$ cat src/rtl/serial_subtractor_16b_if.sv
// Request/result signal bundle for the bit-serial 16-bit subtractor.
interface serial_subtractor_16b_if;
  logic        start;
  logic [15:0] a;
  logic [15:0] b;
  logic        bin;
  logic [15:0] diff;
  logic        bout;
  logic        busy;
  logic        done;

  modport master (
    output start, a, b, bin,
    input  diff, bout, busy, done
  );

  modport slave (
    input  start, a, b, bin,
    output diff, bout, busy, done
  );
endinterface

$ cat src/rtl/serial_subtractor_16b.sv
// Bit-serial 16-bit subtractor: one full-subtractor step per clock, LSB first.
// diff/bout are loaded only on the completion edge and hold until the next one.
module serial_subtractor_16b (
  input  logic                    clk,
  input  logic                    rst_n,
  serial_subtractor_16b_if.slave  bus
);

  typedef enum logic [1:0] {StIdle, StRun, StDone} state_e;

  state_e      state_q, state_d;
  logic [3:0]  cnt_q, cnt_d;
  logic [15:0] a_q, a_d;
  logic [15:0] b_q, b_d;
  logic        br_q, br_d;
  logic [15:0] acc_q, acc_d;
  logic [15:0] diff_q, diff_d;
  logic        bout_q, bout_d;

  logic        x, y, dbit, nbr;

  // Current operand bits; operands shift right so bit k is always at position 0.
  always_comb begin
    x    = a_q[0];
    y    = b_q[0];
    dbit = x ^ y ^ br_q;
    nbr  = (~x & y) | (~(x ^ y) & br_q);
  end

  // State register and datapath registers.
  always_ff @(posedge clk or negedge rst_n) begin
    if (!rst_n) begin
      state_q <= StIdle;
      cnt_q   <= 4'd0;
      a_q     <= 16'h0000;
      b_q     <= 16'h0000;
      br_q    <= 1'b0;
      acc_q   <= 16'h0000;
      diff_q  <= 16'h0000;
      bout_q  <= 1'b0;
    end else begin
      state_q <= state_d;
      cnt_q   <= cnt_d;
      a_q     <= a_d;
      b_q     <= b_d;
      br_q    <= br_d;
      acc_q   <= acc_d;
      diff_q  <= diff_d;
      bout_q  <= bout_d;
    end
  end

  // Next-state and datapath update.
  always_comb begin
    state_d = state_q;
    cnt_d   = cnt_q;
    a_d     = a_q;
    b_d     = b_q;
    br_d    = br_q;
    acc_d   = acc_q;
    diff_d  = diff_q;
    bout_d  = bout_q;

    unique case (state_q)
      StIdle: begin
        if (bus.start) begin
          a_d     = bus.a;
          b_d     = bus.b;
          br_d    = bus.bin;
          cnt_d   = 4'd0;
          state_d = StRun;
        end
      end
      StRun: begin
        a_d   = {1'b0, a_q[15:1]};
        b_d   = {1'b0, b_q[15:1]};
        br_d  = nbr;
        // Result bits enter at the top; after 16 steps bit 0 sits at position 0.
        acc_d = {dbit, acc_q[15:1]};
        cnt_d = cnt_q + 4'd1;
        if (cnt_q == 4'd15) begin
          diff_d  = {dbit, acc_q[15:1]};
          bout_d  = nbr;
          state_d = StDone;
        end
      end
      StDone: begin
        state_d = StIdle;
      end
      default: begin
        state_d = StIdle;
      end
    endcase
  end

  // Outputs are decodes of registered state.
  always_comb begin
    bus.diff = diff_q;
    bus.bout = bout_q;
    bus.busy = (state_q == StRun);
    bus.done = (state_q == StDone);
  end

endmodule

$ cat src/flat_wrapper.sv
// flat-port wrapper written by rule: the top's interface ports become plain ports
module serial_subtractor_16b_flat 
  (clk, rst_n, bus_start, bus_a, bus_b, bus_bin, bus_diff, bus_bout, bus_busy, bus_done);
  serial_subtractor_16b_if bus_i ();
  input  logic clk;
  input  logic rst_n;
  input wire logic [$bits(bus_i.start)-1:0] bus_start;
  input wire logic [$bits(bus_i.a)-1:0] bus_a;
  input wire logic [$bits(bus_i.b)-1:0] bus_b;
  input wire logic [$bits(bus_i.bin)-1:0] bus_bin;
  output wire logic [$bits(bus_i.diff)-1:0] bus_diff;
  output wire logic [$bits(bus_i.bout)-1:0] bus_bout;
  output wire logic [$bits(bus_i.busy)-1:0] bus_busy;
  output wire logic [$bits(bus_i.done)-1:0] bus_done;
  assign bus_i.start = bus_start;
  assign bus_i.a = bus_a;
  assign bus_i.b = bus_b;
  assign bus_i.bin = bus_bin;
  assign bus_diff = bus_i.diff;
  assign bus_bout = bus_i.bout;
  assign bus_busy = bus_i.busy;
  assign bus_done = bus_i.done;
  serial_subtractor_16b u_core (.clk(clk), .rst_n(rst_n), .bus(bus_i));
endmodule
$ cat config.mk
export PLATFORM = sky130hd
export DESIGN_NAME = serial_subtractor_16b_flat
export DESIGN_NICKNAME = d
export VERILOG_FILES = /design/src/rtl/serial_subtractor_16b_if.sv /design/src/rtl/serial_subtractor_16b.sv /design/src/flat_wrapper.sv
export SDC_FILE = /design/constraint.sdc
export NUM_CORES = 1
export LEC_CHECK = 0
export ABC_AREA = 1
export CORE_ASPECT_RATIO = 0.75
export CORE_UTILIZATION = 47
export DETAILED_ROUTE_END_ITERATION = 8
export PLACE_DENSITY = 0.88
export SLEW_MARGIN = 10
export SYNTH_ARGS = -nofsm -noshare
export SYNTH_HDL_FRONTEND = slang
export SYNTH_SLANG_ARGS = --single-unit
$ cat constraint.sdc
create_clock -name clk -period 1.1 [get_ports clk]
set_input_delay 0.275 -clock clk [delete_from_list [all_inputs] [get_ports clk]]
set_output_delay 0.275 -clock clk [all_outputs]
set_load 0.03 [all_outputs]
==> impl_results.rst, run 1 <==
.. list-table::
   :header-rows: 1

   * - Metric
     - Value
   * - Outcome
     - finished with violations
   * - Violations in the final reports
     - setup timing
   * - Total nets after synthesis
     - 383
   * - 1st-pass router iterations
     - 5
   * - Syn Area/Cell
     - 8.79 µm²
   * - Std cell rows
     - 24
   * - Fin Setup TNS
     - -20.25 ns
   * - Worst hold-check path type
     - input pin to async pin
   * - Number of global-route vias before repair
     - 2838
   * - Post-DR wirelength/cell
     - 21.9 µm
   * - Routability cong.
     - 0.781
   * - Number of nets with antenna violations after detailed routing
     - 0
   * - Via count
     - 3316
   * - Routed Wire Length
     - 11.8 mm
   * - Most common cell after layout, fill and taps aside
     - nand2_1
   * - Pin slew with the least headroom to its limit
     - 0.397 ns
   * - Critical path type
     - flop to flop
   * - R2r setup slk
     - -0.39 ns
   * - Number of buffers inserted during clock tree synthesis
     - 9
   * - Final period utilization
     - 1.35
   * - Clock Sink Count
     - 71
   * - Fin worst setup slack
     - -0.389 ns
   * - Static leakage power
     - 2.39 nW
   * - Element type at the critical path end
     - flop
   * - GR Overflow Total
     - 0
   * - Die width
     - 94.8 µm
   * - Setup repair after global routing missed its margin
     - yes
   * - Design area
     - 0.00495 mm²
   * - Highest clock rate
     - 671 MHz
   * - Pwr Total
     - 14.0 mW
   * - Ratio of cells with drive above 1 in the final layout
     - 0.333
   * - Initial standard-cell utilization of the core
     - 0.505
   * - RR Startpoint
     - u_core.state_q[1]$_DFFE_PN0P_
   * - Worst IR Drop VDD
     - 1.56 mV
   * - Number of cells after detailed placement
     - 479
   * - Worst setup path end
     - u_core.b_q[13]$_DFFE_PN0P_
   * - Final standard cell count with taps included and fillers excluded
     - 540
   * - Min cycle time layout
     - 1.49 ns
   * - Crit-path max FO
     - 8
   * - Via-per-instance ratio
     - 6.14
   * - Max Clock Skew
     - 0.0155 ns
   * - Part of the Yosys area used for sequential elements
     - 0.586
   * - Cells after Synth
     - 345
   * - Data required, critical path
     - 1.38 ns
   * - Number of remaining DRC errors
     - 0
   * - Critical Path Start
     - u_core.state_q[1]$_DFFE_PN0P_
   * - Setup Viol. Count Final
     - 90
   * - I/O Pins
     - 55
   * - Syn Std Cell Area
     - 0.00303 mm²
   * - Port-buffer cells
     - 54
   * - Worst setup slack before clock tree synthesis
     - -0.336 ns
   * - Die ar.
     - 0.00678 mm²
   * - Cell at the root of the clock tree
     - clkbuf_8
   * - Number of synthesized register bits
     - 71
   * - HPWL after DPL
     - 4.65 mm
   * - All-layer global routing usage
     - 0.256
   * - Hold Slack
     - 0.457 ns
   * - CP Launch Type
     - flop
   * - Net total in the final layout
     - 495
   * - Core occupancy in the finished layout
     - 0.824
   * - Tightest slew margin relative to the limit
     - 0.735
   * - Die boundary height
     - 71.6 µm
   * - Clock tree from TritonCTS
     - done
   * - Final hold violation count
     - 0
   * - Most frequent cells in the layout
     - 104 x nand2_1, 70 x dfrtp_1, 63 x nand3_1
   * - Maximum clock path buffer count
     - 2
   * - Global-route wire length before repair
     - 13.2 mm
   * - Core region area
     - 0.00601 mm²
   * - Distinct cell type count of the synthesized netlist
     - 23
   * - Maximum number of pins on one net before global-route repair
     - 72
   * - Power per unit of standard cell area
     - 2830 mW/mm²
   * - Count of antenna diodes in the layout
     - 0
   * - Synth Warn #
     - 0
   * - Area growth, synth to finish
     - 63.1%
   * - Number of antenna violations at the first check in global routing
     - 0
   * - End of the worst register-to-register path
     - u_core.b_q[13]$_DFFE_PN0P_
   * - Worst-Skew Late Latency
     - 0.37 ns
   * - Depth of the worst register-to-register path
     - 7
   * - Worst Path Arrival
     - 1.77 ns
   * - Iteration-0 DRC count of the detailed router
     - 510
   * - Clock slew at reported path FFs
     - 0.10 ns
   * - Cell area after placement
     - 0.00378 mm²
   * - Max cap viols
     - 0
   * - Final count of pins violating max slew
     - 0
   * - # H-tree levels
     - 3
report_power, final:
group | switching (mW) | leakage, nW | internal, mW
Combinational | 3.78 | 1.38 | 3.51
Sequential | 0.946 | 0.918 | 3.66
Clock | 1.08 | 0.0992 | 1.05
worst max-delay path, cell delays in order (launching register included):
cell and delay (ns):
dfrtp_1 0.44, inv_4 0.10, buf_4 0.12, nand2_4 0.07, nor2_4 0.26, clkbuf_16 0.22, nand2_1 0.08, nand3_1 0.12
cells in the mapped netlist:
| library cell | count | share of area |
|---|---|---|
| buf_6 | 1 | 0.0037 |
| nand3_4 | 1 | 0.0058 |
| inv_1 | 12 | 0.015 |
| nor2_8 | 1 | 0.0066 |
| nand2_1 | 125 | 0.15 |
| clkbuf_2 | 1 | 0.0016 |
| fa_1 | 1 | 0.0066 |
| dfrtp_1 | 71 | 0.59 |
| nor2_2 | 1 | 0.0021 |
| o21ai_1 | 8 | 0.013 |
| xnor2_1 | 1 | 0.0029 |
| ha_1 | 1 | 0.0041 |
| a21oi_1 | 1 | 0.0016 |
| buf_1 | 1 | 0.0012 |
| buf_4 | 2 | 0.0049 |
| nand4_1 | 1 | 0.0021 |
| nor2_1 | 3 | 0.0037 |
| nand3_1 | 69 | 0.11 |
| inv_2 | 2 | 0.0025 |
| nand2_2 | 1 | 0.0021 |
| o21ai_0 | 25 | 0.041 |
| clkbuf_1 | 3 | 0.0037 |
| buf_2 | 13 | 0.021 |
cell families after synthesis:
group	share of synthesized area
AO/OA/AOI/OAI	0.0561
adder cells (fa/ha/maj)	0.0107
AND/OR/NAND/NOR	0.291
buffers and inverters	0.0540
flip-flops	0.586
XOR/XNOR	0.00289
worst min-delay path by stage:
stage,to,startpoint,cells after the start
floorplan,u_core.a_q[0]$_DFFE_PN0P_,rst_n,0
global placement,u_core.bus.diff[9]$_DFFE_PN0P_,rst_n,2
detailed placement,u_core.acc_q[10]$_DFFE_PN0P_,rst_n,2
CTS,u_core.a_q[15]$_DFFE_PN0P_,bus_a[15],3
global route,u_core.b_q[9]$_DFFE_PN0P_,bus_b[9],3
finish,u_core.acc_q[14]$_DFFE_PN0P_,rst_n,3
flip-flops by register name (all words and copies together), names as in the netlist:
| name | flops |
|---|---|
| u_core.a_q | 16 |
| u_core.acc_q | 15 |
| u_core.b_q | 16 |
| u_core.br_q | 1 |
| u_core.bus.bout | 1 |
| u_core.bus.diff | 16 |
| u_core.cnt_q | 4 |
| u_core.state_q | 2 |
area by class of cell:
class | instances | area (µm²)
Inverter | 14 | 55.1
Timing Repair Buffer | 116 | 1420
Fill cell | 265 | 1060
Multi-Input combinational cell | 245 | 1400
Clock inverter | 7 | 73.8
Clock buffer | 9 | 124
Sequential cell | 71 | 1780
Tap cell | 78 | 97.6
metal layers:
metal | part of all wire | track usage | up-vias | wire [µm]
met5 | 0 | 0 | - | 0
li1 | - | - | 1366 | -
met4 | 0.046 | 0.0943 | 0 | 540
met3 | 0.12 | 0.0563 | 54 | 1360
met1 | 0.36 | 0.343 | 1578 | 4260
met2 | 0.48 | 0.413 | 318 | 5640
repair_timing:
item                                   in CTS  in global routing
endpoints found under the hold margin      71                  0
gates resized for setup                    41                 70
cloned                                      4                 15
setup buffers                              10                 17
hold buffers                                1                  0
pin swaps                                   2                 13
setup endpoints to repair                  87                 90
No activity file was read; power rests on OpenSTA's default activity.
==> run 2, diff against run 1 <==
- CTS_BUF_LIST: unset -> sky130_fd_sc_hd__clkbuf_4 sky130_fd_sc_hd__clkbuf_8 sky130_fd_sc_hd__clkbuf_16
==> results of run 2 <==
Same layout as run 1: the final DEF is identical, and so are final timing and power.
==> run 3, diff against run 2 <==
- CELL_PAD_IN_SITES_DETAIL_PLACEMENT: unset -> 0
- CELL_PAD_IN_SITES_GLOBAL_PLACEMENT: unset -> 2
- CORE_MARGIN: unset -> 8
- CORE_UTILIZATION: 47 -> 28
- PLACE_DENSITY: 0.88 -> unset
- PLACE_DENSITY_LB_ADDON: unset -> 0.25
==> run 3 against run 2 <==
Net effect: the flow still finishes with violations (setup timing); routed wire length is 9.8% lower; global-route usage shrank 11 points; utilization down 27 points; largest cell class is now multi-input gates; largest power group unchanged.
==> impl_results.rst, run 3 (synthesis gave the netlist of run 1 again) <==
.. list-table::
   :header-rows: 1

   * - Metric
     - Value
   * - Outcome
     - finished with violations
   * - Violations in the final reports
     - setup timing
   * - Net total in the final layout
     - 510 (+3.0%)
   * - Data required, critical path
     - 0.82 ns (-0.56 ns)
   * - GR Overflow Total
     - 0 (unchanged)
   * - Detailed route wirelength on metal2
     - 4.93 mm (-13%)
   * - Number of global-route vias before repair
     - 3065 (+8.0%)
   * - Final count of pins violating max slew
     - 0 (unchanged)
   * - Area occupied by registers
     - 0.00178 mm² (about the same)
   * - Die ar.
     - 0.0145 mm² (+110%)
   * - Static leakage power
     - 3.03 nW (+26%)
   * - Max Clock Skew
     - 0.00514 ns (-0.0104 ns)
   * - Setup Viol. Count Final
     - 90 (unchanged)
   * - RR Startpoint
     - u_core.state_q[1]$_DFFE_PN0P_
   * - DR WL met3
     - 681 µm (-50%)
   * - Die width
     - 136 µm (+44%)
   * - R2r setup slk
     - -0.27 ns (+0.12 ns)
   * - Clock Sink Count
     - 71 (unchanged)
   * - Via-per-instance ratio
     - 4.80 (-22%)
   * - Final hold violation count
     - 0 (unchanged)
   * - Area of combinational cells with multiple inputs
     - 0.00197 mm² (+41%)
   * - Worst-Skew Late Latency
     - 0.33 ns (-0.04 ns)
   * - All-layer global routing usage
     - 0.148 (-0.108)
   * - Ratio of cells with drive above 1 in the final layout
     - 0.608 (+0.275)
   * - Number of antenna violations at the first check in global routing
     - 0 (unchanged)
   * - Internal power component
     - 9.80 mW (+19%)
   * - Combinational share of power
     - 0.539 (+0.019)
   * - Final period utilization
     - 1.26 (-0.0969)
   * - Via count
     - 2964 (-11%)
   * - Post-DR wirelength/cell
     - 17.3 µm (-21%)
   * - Part of the power in registers
     - 0.288 (-0.040)
   * - Number of nets with antenna violations after detailed routing
     - 0 (unchanged)
   * - Worst setup path end
     - bus_done
   * - I/O Pins
     - 55 (unchanged)
   * - Fin worst setup slack
     - -0.283 ns (+0.107 ns)
   * - Power per unit of standard cell area
     - 2670 mW/mm² (-5.9%)
   * - Worst Path Arrival
     - 1.11 ns (-0.66 ns)
   * - Highest clock rate
     - 723 MHz (+7.7%)
   * - Most common cell after layout, fill and taps aside
     - dfrtp_1
   * - # H-tree levels
     - 3 (unchanged)
   * - Clock tree from TritonCTS
     - done
   * - Fin Setup TNS
     - -14.85 ns (+5.40 ns)
   * - Die boundary height
     - 106 µm (+48%)
   * - Design area
     - 0.00596 mm² (+20%)
   * - Port-buffer cells
     - 54 (unchanged)
   * - Core region area
     - 0.0107 mm² (+79%)
   * - Cell area after placement
     - 0.00391 mm² (+3.5%)
   * - Routability cong.
     - 0.694 (-11%)
   * - Iteration-0 DRC count of the detailed router
     - 123 (-76%)
   * - Area growth, synth to finish
     - 96.5%
   * - Switching power
     - 6.10 mW (+5.0%)
   * - Setup repair after global routing missed its margin
     - yes
   * - Cell at the root of the clock tree
     - clkbuf_16
   * - Min cycle time layout
     - 1.38 ns (-0.107 ns)
   * - Critical path type
     - flop to output port
   * - Routed Wire Length
     - 10.7 mm (-9.8%)
   * - CP Launch Type
     - flop
   * - Top sig layer
     - met4
   * - Tightest slew margin relative to the limit
     - 0.731 (-0.00440)
   * - Detailed-routing wirelength on met1
     - 4.91 mm (+15%)
   * - Std cell rows
     - 33 (+38%)
   * - Most frequent cells in the layout
     - 71 x dfrtp_1, 49 x nand2_2, 46 x nand3_2
   * - Core occupancy in the finished layout
     - 0.555 (-0.269)
   * - Number of remaining DRC errors
     - 0 (unchanged)
   * - Clock slew at reported path FFs
     - 0.06 ns (-0.04 ns)
   * - End of the worst register-to-register path
     - u_core.b_q[1]$_DFFE_PN0P_
   * - Initial standard-cell utilization of the core
     - 0.283 (-0.223)
   * - Global-route wire length before repair
     - 16.5 mm (+25%)
   * - Maximum clock path buffer count
     - 2 (unchanged)
   * - HPWL after DPL
     - 5.12 mm (+10%)
   * - Number of fillers in the final layout
     - 948 (+260%)
   * - Count of antenna diodes in the layout
     - 0 (unchanged)
   * - Worst hold-check path type
     - flop to flop
   * - Depth of the worst register-to-register path
     - 8 (+1)
   * - Number of buffers inserted during clock tree synthesis
     - 9 (unchanged)
   * - Crit-path max FO
     - 3 (-5)
   * - 1st-pass router iterations
     - 4 (-1)
   * - Element type at the critical path end
     - output port
   * - Critical Path Start
     - u_core.state_q[0]$_DFFE_PN0P_
   * - Maximum number of pins on one net before global-route repair
     - 72 (unchanged)
   * - Worst IR Drop VDD
     - 1.38 mV (-12%)
   * - Part of the power in the clock network
     - 0.174 (+0.022)
   * - Sw Share
     - 0.384 (-0.0305)
   * - Pin slew with the least headroom to its limit
     - 0.404 ns (+0.00660 ns)
   * - Max cap viols
     - 0 (unchanged)
[run 3: cell count changes in the layout (fill, tap and decap cells not counted), sizes merged]
cell,change
buf,+25
bufinv,-1
clkbuf,-4
clkinv,-1
clkinvlp,-1
nand2,-1
nand3,-1
nor2,-1
[run 3: worst min path at each step]
stage                                endpoint  depth (start not counted)                         from  slack, ns
2_1_floorplan       u_core.a_q[0]$_DFFE_PN0P_                          0                        rst_n      -0.02
3_3_place_gp   u_core.bus.diff[9]$_DFFE_PN0P_                          2                        rst_n       0.33
3_5_place_dp   u_core.bus.diff[9]$_DFFE_PN0P_                          2                        rst_n       0.32
4_1_cts        u_core.bus.diff[5]$_DFFE_PN0P_                          2  u_core.acc_q[6]$_DFFE_PN0P_       0.48
5_1_grt        u_core.bus.diff[3]$_DFFE_PN0P_                          2  u_core.acc_q[4]$_DFFE_PN0P_       0.51
6_report       u_core.bus.diff[1]$_DFFE_PN0P_                          2  u_core.acc_q[2]$_DFFE_PN0P_       0.48
[run 3: area by class of cell]
class                           count  area share
Timing Repair Buffer              134       0.286
Sequential cell                    71       0.298
Inverter                           14     0.00882
Clock inverter                      4     0.00336
Multi-Input combinational cell    242       0.331
Clock buffer                       12      0.0437
Tap cell                          140      0.0294
[run 3: layer usage]
layer | global-route usage | vias to the layer above
li1 | - | 1392
met1 | 0.200 | 1499
met2 | 0.219 | 63
met3 | 0.0566 | 10
met4 | 0.0391 | 0
met5 | 0 | -
[run 3: metrics by stage]
step,power [mW],setup WS [ns],hold slack (ns),std cells
after floorplan,6.78,-0.0612,-0.0206,345
after global placement,8.68,-0.344,0.326,543
after detailed placement,8.73,-0.356,0.324,543
after CTS,14.5,-0.306,0.479,610
after global routing,16.8,-0.332,0.514,617
final,15.9,-0.283,0.485,617
[run 3: repair_timing]
action                                  4_1_cts  5_1_grt
pin swaps                                    21       56
hold endpoints to repair                     71        0
hold buffers                                  1        0
gates cloned                                 15        4
gates resized for setup                     132      168
endpoints found under the setup margin       86       90
buffers inserted                             36       12
[run 3: power by group through the flow]
stage	Combinational (mW)	Clock [mW]	Sequential (mW)
after detailed placement	4.40	0	4.33
after floorplan	2.08	0	4.70
final	8.57	2.76	4.58
after global routing	9.14	2.92	4.70
after global placement	4.34	0	4.33
after CTS	7.25	2.81	4.43
[run 3: worst max-delay path: stages (launching register included)]
cell     delay [ns]
dfrtp_1        0.42
buf_6          0.14
nor2_4         0.08
buf_6          0.13
